==> src/rtl/fwd_scoreboard.sv <==
`default_nettype none
// ============================================================================
//  Module   : fwd_scoreboard
//  Purpose  : Forwarding and load-use hazard unit. Tracks the destination tag
//             of every in-flight instruction from EX (stage 0) through WB
//             (stage DEPTH-1) and derives the EX operand-forwarding selects
//             plus a one-cycle load-use stall toward IF/ID. A saturating
//             16-bit counter records the number of stall cycles.
//  Revision : 1.0  initial release
// ----------------------------------------------------------------------------
//  Ports
//    clk, rst_n          pipeline clock (rising edge), async active-low reset
//    id_valid            ID stage holds a real instruction
//    id_rs, id_rt        ID source registers
//    id_reg_write        ID instruction writes the register file
//    id_mem_read         ID instruction is a load
//    id_dest_reg         ID destination register
//    flush               kill the instruction entering EX this edge
//    stall_cnt_clr       synchronous clear of stall_cnt
//    forward_a/_b        EX operand source: 0 = regfile, k = stage k result
//    stall               hold PC and IF/ID; a bubble enters EX
//    ex_rs, ex_rt        source registers of the instruction in EX
//    stall_cnt           saturating stall-cycle count
// ============================================================================
module fwd_scoreboard #(
    parameter int REG_ADDR_W = 3,
    parameter int DEPTH      = 3,   // legal range 2..8
    parameter int R0_ZERO    = 1,
    parameter int FSEL_W     = $clog2(DEPTH)
) (
    input  logic                  clk,
    input  logic                  rst_n,
    input  logic                  id_valid,
    input  logic [REG_ADDR_W-1:0] id_rs,
    input  logic [REG_ADDR_W-1:0] id_rt,
    input  logic                  id_reg_write,
    input  logic                  id_mem_read,
    input  logic [REG_ADDR_W-1:0] id_dest_reg,
    input  logic                  flush,
    input  logic                  stall_cnt_clr,
    output logic [FSEL_W-1:0]     forward_a,
    output logic [FSEL_W-1:0]     forward_b,
    output logic                  stall,
    output logic [REG_ADDR_W-1:0] ex_rs,
    output logic [REG_ADDR_W-1:0] ex_rt,
    output logic [15:0]           stall_cnt
);

    localparam logic [15:0] c_CNT_MAX = 16'hFFFF;

    // ------------------------------------------------------------------------
    // Per-stage tag state. Index 0 is EX, index DEPTH-1 is WB.
    // ------------------------------------------------------------------------
    logic [DEPTH-1:0]      r_valid;
    logic [DEPTH-1:0]      r_reg_write;
    logic [DEPTH-1:0]      r_mem_read;
    logic [REG_ADDR_W-1:0] r_dest [DEPTH];
    logic [REG_ADDR_W-1:0] r_ex_rs;
    logic [REG_ADDR_W-1:0] r_ex_rt;
    logic [15:0]           r_stall_cnt;

    logic [FSEL_W-1:0]     w_fwd_a;
    logic [FSEL_W-1:0]     w_fwd_b;
    logic                  w_stall;

    // A stage only ever produces a value for register r if it is a live
    // register writer targeting r; register 0 is excluded when hardwired.
    function automatic logic f_tag_match(
        input logic                  valid,
        input logic                  reg_write,
        input logic [REG_ADDR_W-1:0] dest,
        input logic [REG_ADDR_W-1:0] r
    );
        logic w_r0_excl;
        w_r0_excl   = (R0_ZERO != 0) && (r == '0);
        f_tag_match = valid & reg_write & (dest == r) & ~w_r0_excl;
    endfunction

    // ------------------------------------------------------------------------
    // Forwarding selects. The loop runs from the oldest stage to the
    // youngest so that the last assignment, the youngest producer, wins.
    // Only register state is read here: no input-to-output path.
    // ------------------------------------------------------------------------
    always_comb begin
        w_fwd_a = '0;
        w_fwd_b = '0;
        if (r_valid[0]) begin
            for (int k = DEPTH - 1; k >= 1; k--) begin
                if (f_tag_match(r_valid[k], r_reg_write[k], r_dest[k], r_ex_rs)) begin
                    w_fwd_a = FSEL_W'(k);
                end
                if (f_tag_match(r_valid[k], r_reg_write[k], r_dest[k], r_ex_rt)) begin
                    w_fwd_b = FSEL_W'(k);
                end
            end
        end
    end

    // ------------------------------------------------------------------------
    // Load-use hazard: the load in EX has no result until MEM completes, so
    // a dependent instruction in ID must wait one cycle. After that cycle the
    // load sits in stage 2 when the consumer reaches EX.
    // ------------------------------------------------------------------------
    always_comb begin
        w_stall = id_valid & r_valid[0] & r_mem_read[0] &
                  (f_tag_match(r_valid[0], r_reg_write[0], r_dest[0], id_rs) |
                   f_tag_match(r_valid[0], r_reg_write[0], r_dest[0], id_rt));
    end

    // ------------------------------------------------------------------------
    // Tag pipeline. Older stages always advance; stage 0 takes a bubble on
    // flush or stall, otherwise the ID instruction.
    // ------------------------------------------------------------------------
    always_ff @(posedge clk or negedge rst_n) begin
        if (!rst_n) begin
            r_valid     <= '0;
            r_reg_write <= '0;
            r_mem_read  <= '0;
            for (int k = 0; k < DEPTH; k++) begin
                r_dest[k] <= '0;
            end
            r_ex_rs     <= '0;
            r_ex_rt     <= '0;
        end else begin
            for (int k = 1; k < DEPTH; k++) begin
                r_valid[k]     <= r_valid[k-1];
                r_reg_write[k] <= r_reg_write[k-1];
                r_mem_read[k]  <= r_mem_read[k-1];
                r_dest[k]      <= r_dest[k-1];
            end
            if (flush || w_stall) begin
                r_valid[0]     <= 1'b0;
                r_reg_write[0] <= 1'b0;
                r_mem_read[0]  <= 1'b0;
                r_dest[0]      <= '0;
                r_ex_rs        <= '0;
                r_ex_rt        <= '0;
            end else begin
                r_valid[0]     <= id_valid;
                r_reg_write[0] <= id_reg_write;
                r_mem_read[0]  <= id_mem_read;
                r_dest[0]      <= id_dest_reg;
                r_ex_rs        <= id_rs;
                r_ex_rt        <= id_rt;
            end
        end
    end

    // ------------------------------------------------------------------------
    // Stall-cycle counter. Clear wins over increment; a stall coinciding
    // with a flush is still a lost fetch cycle and is counted.
    // ------------------------------------------------------------------------
    always_ff @(posedge clk or negedge rst_n) begin
        if (!rst_n) begin
            r_stall_cnt <= '0;
        end else if (stall_cnt_clr) begin
            r_stall_cnt <= '0;
        end else if (w_stall && (r_stall_cnt != c_CNT_MAX)) begin
            r_stall_cnt <= r_stall_cnt + 16'd1;
        end
    end

    assign forward_a = w_fwd_a;
    assign forward_b = w_fwd_b;
    assign stall     = w_stall;
    assign ex_rs     = r_ex_rs;
    assign ex_rt     = r_ex_rt;
    assign stall_cnt = r_stall_cnt;

endmodule

`default_nettype wire

==> config.mk <==
export PLATFORM = sky130hd
export DESIGN_NAME = fwd_scoreboard
export DESIGN_NICKNAME = d
export VERILOG_FILES = /design/src/rtl/fwd_scoreboard.sv
export SDC_FILE = /design/constraint.sdc
export NUM_CORES = 1
export LEC_CHECK = 0
export ABC_AREA = 1
export BUFFER_PORTS_ARGS = -buffer_cell sky130_fd_sc_hd__buf_4
export CORE_AREA = 2 2 71 73
export DETAILED_ROUTE_END_ITERATION = 10
export DIE_AREA = 0 0 73 75
export GPL_ROUTABILITY_DRIVEN = 0
export PLACE_DENSITY = 0.67
export RECOVER_POWER = 25
export SETUP_SLACK_MARGIN = 0.15
export SLEW_MARGIN = 0
export SYNTH_ARGS = -nofsm -noshare
export SYNTH_HDL_FRONTEND = slang
export SYNTH_SLANG_ARGS = --single-unit
==> constraint.sdc <==
create_clock -name clk -period 1.7 [get_ports clk]
set_input_delay 0 -clock clk [delete_from_list [all_inputs] [get_ports clk]]
set_output_delay 0 -clock clk [all_outputs]
set_load 0.005 [all_outputs]
# Word-level counts from Yosys, hierarchy flattened
# Index checks and enable logic that the tools add are counted.
# word_totals
word_cells,61
ff_bits,38
out_inout_bits,27
# op_classes
n_mux,14
bitwise,23
addsub,1
n_reduce_logical,7
n_eq_ne,7
# op_table
cell,count
two-way mux 16 bit,2
AND 1 bit,18
== test 3 bit,6
"adder 16 x 1 -> 16 bit, second input constant",1
"!= test 16 bit, second input constant",1
logical NOT 3 bit,4
two-way mux 2 bit,6
two-way mux 3 bit,3
NOT 1 bit,4
two-way mux 1 bit,3
nonzero test 2 bit,1
logical AND 1 bit,1
logical OR 1 bit,1
OR 1 bit,1

# Longest topological paths before layout
# Gate-level depths: netlist (run 1).
# logic_depth
word_depth,8
mapped_depth,11

# Worst setup path before layout (run 1)
# No wires, ideal clock.
# synth_path
kind,register to register
from,"register r_stall_cnt[0], in the netlist stall_cnt[0]"
to,"register r_stall_cnt[0], in the netlist stall_cnt[0]"
arrival_time_ps,1390
setup_time_ps,117
path_stages_with_launch,12
setup_slack_ps,193
required_ps,1583
synth_period_minus_slack_ps,1507
n_path_buf,1
path_cell_list,dfrtp_1 -> ha_1 -> nand2_1 -> inv_1 -> nand2_2 -> nor2_4 -> nand2_2 -> nand3_4 -> nand2_4 -> buf_6 -> nand2_1 -> nand2_1
# synth_via
elab_chain_len,3
# synth_rtl
item,line,text
"start, declared",60,logic [15:0] r_stall_cnt;
"start signal, assigned",159,r_stall_cnt <= r_stall_cnt + 16'd1;
adder 16 x 1 -> 16 bit / != test 16 bit (equally long branches),"159, 158",
two-way mux 16 bit / logical AND 1 bit (equally long branches),158,end else if (w_stall && (r_stall_cnt != c_CNT_MAX)) begin
two-way mux 16 bit / nonzero test 2 bit (equally long branches),n/a,
# Parallel ways exist; a longest one is shown, timed or not. The select of a mux whose other input is x is not followed.
# A chain may end at the register's enable or synchronous reset.

# Final worst setup path (run 1)
# layout_path
from,"register r_stall_cnt[1], in the netlist stall_cnt[1]"
to,"register r_stall_cnt[2], in the netlist stall_cnt[2]"
# The elaborated chain is that of the path after synthesis.

==> reports/qor.yml, run 1 <==
wl_per_cell_microns: 12.2
synth_cells: 276
wl_microns: 4820
clock_latency_ps: 290
fin_worst_skew_ps: 6.32
io_buffers: 42
worst_pin_slew_ps: 915
ys_types: 29
yosys.area.top_type: "dfrtp_1"
cts.sinks: 38
die_h_microns: 75
max_freq_mhz: 647
start_kind: "flip-flop"
dp.cells: 373
layout-drive-gt1-share_pct: 26.0
synthArstFlopShare_pct: 100
drc_errors: 0
cts_root_buf: "clkbuf_8"
drtPass1Iterations: 4
slew_violations: 0
maxSlewHeadroom_pct: 39.0
totalNegativeSetupSlack_ps: 0
ys_seq_area_share_pct: 45.9
synth_area_sq_um: 2070
synth_area_leaders: "dfrtp_1 (46%), nand2_1 (14%), nor2_1 (8.5%)"
fp.dieArea_sq_um: 5480
min_period_ps: 1550
fillers: 410
maxCapViolCount: 0
via_count: 1918
min_from: "stall_cnt_clr"
drt_iter0_markers: 86
final_antenna_net_count: 0
cp.required_ps: 1880
io-pin-count: 43
cts_tree: "done"
h-tree-depth: 2
grt_pass1_wl_microns: 7590
path_class: "reg -> reg"
final_nets: 359
dp_hpwl_microns: 3300
hold_viol_final: 0
grt_pass1_vias: 1637
clk_pin_slew_worst_paths_ps: 70
synth.most_common_cell: "nand2_1"
overflow: 0
antenna_found_initial: 0
antennaDiodeCount: 0
hold_class: "in -> reg"
max-clock-path-buffers: 2
synthFlopType: "dfrtp_1"
cts_buffers: 5
grt_max_degree: 39
finalPower_mw: 1.98
via_per_inst: 4.84
ys_top_cells_by_count: "nand2_1 (77), nor2_1 (47), dfrtp_1 (38), inv_1 (31), nand3_1 (28)"
die_w_microns: 73
synth-seq-cells: 38
vdd_drop_max_mv: 0.397
p_per_area_nw_per_um2: 692
worstSetupEndpointType: "flip-flop"
synth_edf_count: 0
syn_area_per_cell_sq_um: 7.50
fin_ws_ps: 154
r2r-start: "stall_cnt[1]"
power_leakage_nw: 1.46
syn2layout_area_growth_pct: 38.6
cp_max_fo: 7
post-place-ws_ps: 153
fin_crit_sh_pct: 91.0
layoutNonFillerInstCount: 396
num_rows: 25
initial_utilization_pct: 44.4
core_sq_um: 4660
synth_top_area_share_pct: 45.9
crit_start: "stall_cnt[1]"
rsz0062_at_grt: "true"
setup_viol_count_final: 0
grt_usage_pct: 18.2
worstPathArrival_ps: 1730
syn-num-nets: 293
status: "finished clean"
ys_warn_count: 0
-- logic make-up (layout without fill, tap and decap cells) --
| logic type | count (synthesis) | count (layout) | synth area share (%) |
|---|---|---|---|
| AO/OA/AOI/OAI | 11 | 11 | 2.96 |
| adder cells (fa/ha/maj) | 1 | 1 | 0.604 |
| AND/OR/NAND/NOR | 172 | 173 | 36.4 |
| flip-flops | 38 | 38 | 45.9 |
| XOR/XNOR | 15 | 15 | 6.35 |
| buffers and inverters | 39 | 104 | 7.74 |
-- state kept, by name (all words and copies together) (netlist names) --
register / count
ex_rs: 3
r_mem_read: 1
ex_rt: 3
r_reg_write: 3
stall_cnt: 16
r_valid: 3
r_dest: 9
-- worst paths after layout --
kind                                  to  slack, ps  cells past startpoint
min                         stall_cnt[3]        110                      4
min reg2reg                   r_valid[2]        370                      0
max in group asynchronous  stall_cnt[10]        700                      2
max reg2reg                 stall_cnt[2]        150                     10
min in group asynchronous  stall_cnt[11]        370                      2
max                         stall_cnt[2]        150                     10
-- cell usage in the layout, fill, tap and decap left out, types with 5 or more instances in the layout --
cell type       n
buf_4          47
clkbuf_8        6
dfrtp_1        37
dlygate4sd3_1  13
inv_1          28
nand2_1        74
nand2_2         5
nand3_1        18
nand3_2         9
nor2_1         46
xnor2_1         9
xor2_1          6
-- worst max-delay path, stage by stage, from the launching register on --
cell	delay (ps)
dfrtp_1	390
ha_2	200
nand2_2	80
inv_2	50
nand2_4	80
nor2_4	40
nand2_2	80
nand3_4	180
buf_12	200
nand3_1	60
nand2_1	70
-- report_power, final --
| group | internal, mW | switching (mW) |
|---|---|---|
| Combinational | 0.120 | 0.123 |
| Sequential | 0.939 | 0.0342 |
| Clock | 0.469 | 0.299 |
| Total | 1.53 | 0.456 |
-- stage by stage --
step / instance area, sq um / util [%] / hold WS (ps)
global route: 2870 / 61.5 / 113
detailed placement: 2490 / 53.5 / -7.28
CTS: 2770 / 59.5 / 103
floorplan: 2070 / - / -296
global placement: 2490 / 53.5 / -11.2
finish: 2870 / 61.5 / 110
-- what timing repair did --
action,CTS,global route
hold buffers,13,0
endpoints found under the setup margin,10,20
resized for setup,2,22
pin swaps,1,18
cloned,0,1
endpoints found under the hold margin,50,0
buffers inserted,1,1
-- routing by layer --
| metal | wire length, microns | GRT usage, % | vias up |
|---|---|---|---|
| met5 | 0 | 0 | - |
| met4 | 43 | 6.17 | 0 |
| met3 | 209 | 4.28 | 4 |
| met2 | 2280 | 27.5 | 42 |
| met1 | 2280 | 25.8 | 882 |
| li1 | - | - | 990 |
-- cell type report --
cell class / instances / area, sq um / share of cell area, %
clock buffers: 6 / 82.6 / 2.88
clock inverters: 1 / 30.0 / 1.05
inverters: 33 / 124 / 4.32
multi-input cells: 200 / 1060 / 37.1
flip-flops and latches: 38 / 952 / 33.2
well taps: 54 / 67.6 / 2.36
repair buffers: 64 / 548 / 19.1
Note: power is estimated with default switching activity, not from simulation.
==> run 2: changes to the inputs <==
--- a/config.mk
+++ b/config.mk
@@ -5,11 +5,10 @@
 export SDC_FILE = /design/constraint.sdc
 export NUM_CORES = 1
 export LEC_CHECK = 0
-export ABC_AREA = 1
 export BUFFER_PORTS_ARGS = -buffer_cell sky130_fd_sc_hd__buf_4
-export CORE_AREA = 2 2 71 73
+export CORE_AREA = 8 8 62 90
 export DETAILED_ROUTE_END_ITERATION = 10
-export DIE_AREA = 0 0 73 75
+export DIE_AREA = 0 0 70 98
 export GPL_ROUTABILITY_DRIVEN = 0
 export PLACE_DENSITY = 0.67
 export RECOVER_POWER = 25
==> run 2 against run 1 <==
Compared with the run above:
- the run now ends with negative setup slack left
- area after synthesis down 9.6%
- die area up 25%
- non-clock buffer count up 46
- sequential share of layout area down 2.2 points
- synthesized cell count down 35%
- critical path depth down 4
- fmax down 24%
- final area up 7.9%
- combinational power down 14%
- sequential power down 1%
- critical path type unchanged
- highest routed layer unchanged
==> reports/qor.yml, run 2 <==
grt_util_met1_pct: 15.4  # -10 points
syn2layout_area_growth_pct: 65.4
grt.busiest_layer: "met2"
fin_worst_skew_ps: 6.24  # -0.0795 ps
maxSlewHeadroom_pct: 37.6  # -1.3 points
synthFlopType: "dfrtp_1"
setup_viol_count_final: 29  # +29
status: "complete, but fails checks"
clock_latency_ps: 280  # about the same
rsz0062_at_grt: "true"
h-tree-depth: 2  # unchanged
hold_class: "in -> reg"
num_rows: 30  # +20%
violations: "negative setup slack"
clk_pin_slew_worst_paths_ps: 70  # about the same
synthArstFlopShare_pct: 100  # unchanged
grt_max_degree: 39  # unchanged
wl_microns: 5820  # +21%
max_freq_mhz: 495  # -24%
via_count: 1866  # -2.7%
drtPass1Iterations: 4  # unchanged
ys_top_cells_by_count: "dfrtp_1 (38), a21oi_1 (14), and2_1 (14), nand3_1 (11), nor2_1 (10)"
antenna_found_initial: 0  # unchanged
worstSetupEndpointType: "flip-flop"
final_antenna_net_count: 0  # unchanged
p_per_area_nw_per_um2: 562  # -19%
start_kind: "flip-flop"
final_nets: 305  # -15%
hold_viol_final: 0  # unchanged
ys_seq_area_share_pct: 50.8  # +4.9 points
die_h_microns: 98  # +31%
cts_buffers: 5  # unchanged
synth_area_sq_um: 1870  # -9.6%
cp.required_ps: 1910  # +30 ps
vdd_drop_max_mv: 0.585  # +47%
syn-num-nets: 196  # -33%
cts_tree: "done"
use_met2_pct: 32.3  # +4.8 points
die_w_microns: 70  # -4.1%
max-clock-path-buffers: 2  # unchanged
antennaDiodeCount: 0  # unchanged
post-place-ws_ps: -376  # -530 ps
core_sq_um: 4350  # -6.6%
syn_area_per_cell_sq_um: 10.4  # +39%
ys_warn_count: 0  # unchanged
layout-drive-gt1-share_pct: 54.5  # +28 points
grt_usage_pct: 16.4  # -1.8 points
via_per_inst: 5.55  # +15%
synth_edf_count: 0  # unchanged
worst_pin_slew_ps: 935  # +19.8 ps
ys_types: 35  # +21%
io_buffers: 42  # unchanged
cts_root_buf: "clkbuf_8"
yosys.area.top_type: "dfrtp_1"
whs_ps: 51.0  # -59.2 ps
synth-seq-cells: 38  # unchanged
fp.dieArea_sq_um: 6860  # +25%
final_common_cell: "buf_4"
io-pin-count: 43  # unchanged
initial_utilization_pct: 43.0  # -1.4 points
cp_max_fo: 6  # -1
path_class: "reg -> reg"
synth_area_leaders: "dfrtp_1 (51%), and2_1 (4.7%), xor2_1 (4.2%)"
synth_cells: 179  # -35%
layout_common_cells: "buf_4 (88), dfrtp_1 (32), and2_1 (14), dlygate4sd3_1 (12)"
synth.most_common_cell: "dfrtp_1"
min_period_ps: 2020  # +476 ps
dp_hpwl_microns: 3850  # +17%
cts.sinks: 38  # unchanged
overflow: 0  # unchanged
grt_pass1_wl_microns: 9360  # +23%
wl_per_cell_microns: 17.3  # +42%
grt_pass1_vias: 2001  # +22%
use_met3_pct: 3.96  # -0.32 points
slew_violations: 0  # unchanged
drc_errors: 0  # unchanged
largest_reg_flops: 16  # unchanged
fin_ws_ps: -322  # -476 ps
fin_crit_sh_pct: 119  # +28 points
maxCapViolCount: 0  # unchanged
synth_top_area_share_pct: 50.8  # +4.9 points
drt_iter0_markers: 58  # -33%
worstPathArrival_ps: 2230  # +500 ps
power_leakage_nw: 1.38  # -5.0%
run 2: changes by cell type after synthesis, sizes merged, moves of 4 or more:
| cell | change |
|---|---|
| nor2b | +4 |
| xnor2 | -4 |
| nand2 | -77 |
| or4 | +8 |
| a21oi | +9 |
| mux2 | +5 |
| o31ai | +7 |
| inv | -29 |
| and2 | +12 |
| nand3 | -18 |
| nor4 | +6 |
| nor2 | -39 |
run 2: logic make-up (layout without fill, tap and decap cells):
kind of cell / Yosys count / in the layout / synth area share (%)
AO/OA/AOI/OAI: 32 / 32 / 10.9
XOR/XNOR: 14 / 14 / 6.56
adder cells (fa/ha/maj): 1 / 1 / 0.669
buffers and inverters: 11 / 120 / 2.74
flip-flops: 38 / 38 / 50.8
multiplexers: 5 / 5 / 3.01
AND/OR/NAND/NOR: 78 / 78 / 25.3
run 2: routing by layer:
metal | wire (microns) | part of all wire [%] | vias to the layer above
li1 | - | - | 872
met1 | 2010 | 34 | 926
met2 | 3400 | 58 | 53
met3 | 257 | 4.4 | 15
met4 | 161 | 2.8 | 0
met5 | 0 | 0 | -
run 2: per-stage QoR:
step | power (mW) | cell area [sq um] | TNS [ps] | instances | util [%]
after floorplan | 1.04 | 1930 | -2050 | 179 | -
after global placement | 1.12 | 2570 | -3280 | 302 | 58.9
after detailed placement | 1.12 | 2570 | -5620 | 302 | 58.9
after CTS | 1.74 | 2960 | -6160 | 333 | 68.1
after global routing | 1.81 | 3090 | -9600 | 336 | 71.1
final | 1.74 | 3090 | -7390 | 336 | 71.1
run 2: where the power goes:
group	switching (mW)	internal, mW
sequential	0.0304	0.932
clock	0.293	0.275
combinational	0.0932	0.115
run 2: final timing paths:
kind | start | end | slack (ps) | cells past startpoint
worst max-delay path | r_dest[7] | stall_cnt[13] | -320 | 6
worst min-delay path | id_rs[2] | ex_rs[2] | 50 | 3
worst max register to register | r_dest[7] | stall_cnt[13] | -320 | 6
worst min register to register | r_reg_write[0] | r_reg_write[1] | 380 | 0
max in group asynchronous | rst_n | r_dest[5] | 670 | 2
min in group asynchronous | rst_n | r_dest[7] | 390 | 2
run 2: cell type report:
class | instances | area (sq um)
well taps | 48 | 60.1
inverters | 3 | 16.3
clock buffers | 5 | 68.8
multi-input cells | 130 | 1080
repair buffers | 110 | 897
flip-flops and latches | 38 | 958
fillers | 306 | 1260
clock inverters | 2 | 10.0
run 2: timing repair:
action,CTS,global route
gates resized for setup,30,24
pin swaps,15,10
setup endpoints to repair,33,33
hold buffers,12,0
gates cloned,2,0
buffers inserted,10,3
hold endpoints to repair,49,0
run 2: worst max-delay path, stage by stage, from the launching register on:
cell	delay, ps
dfrtp_2	440
xor2_1	170
nor4_2	300
o21ai_2	190
buf_4	200
or4_1	500
a21oi_1	140
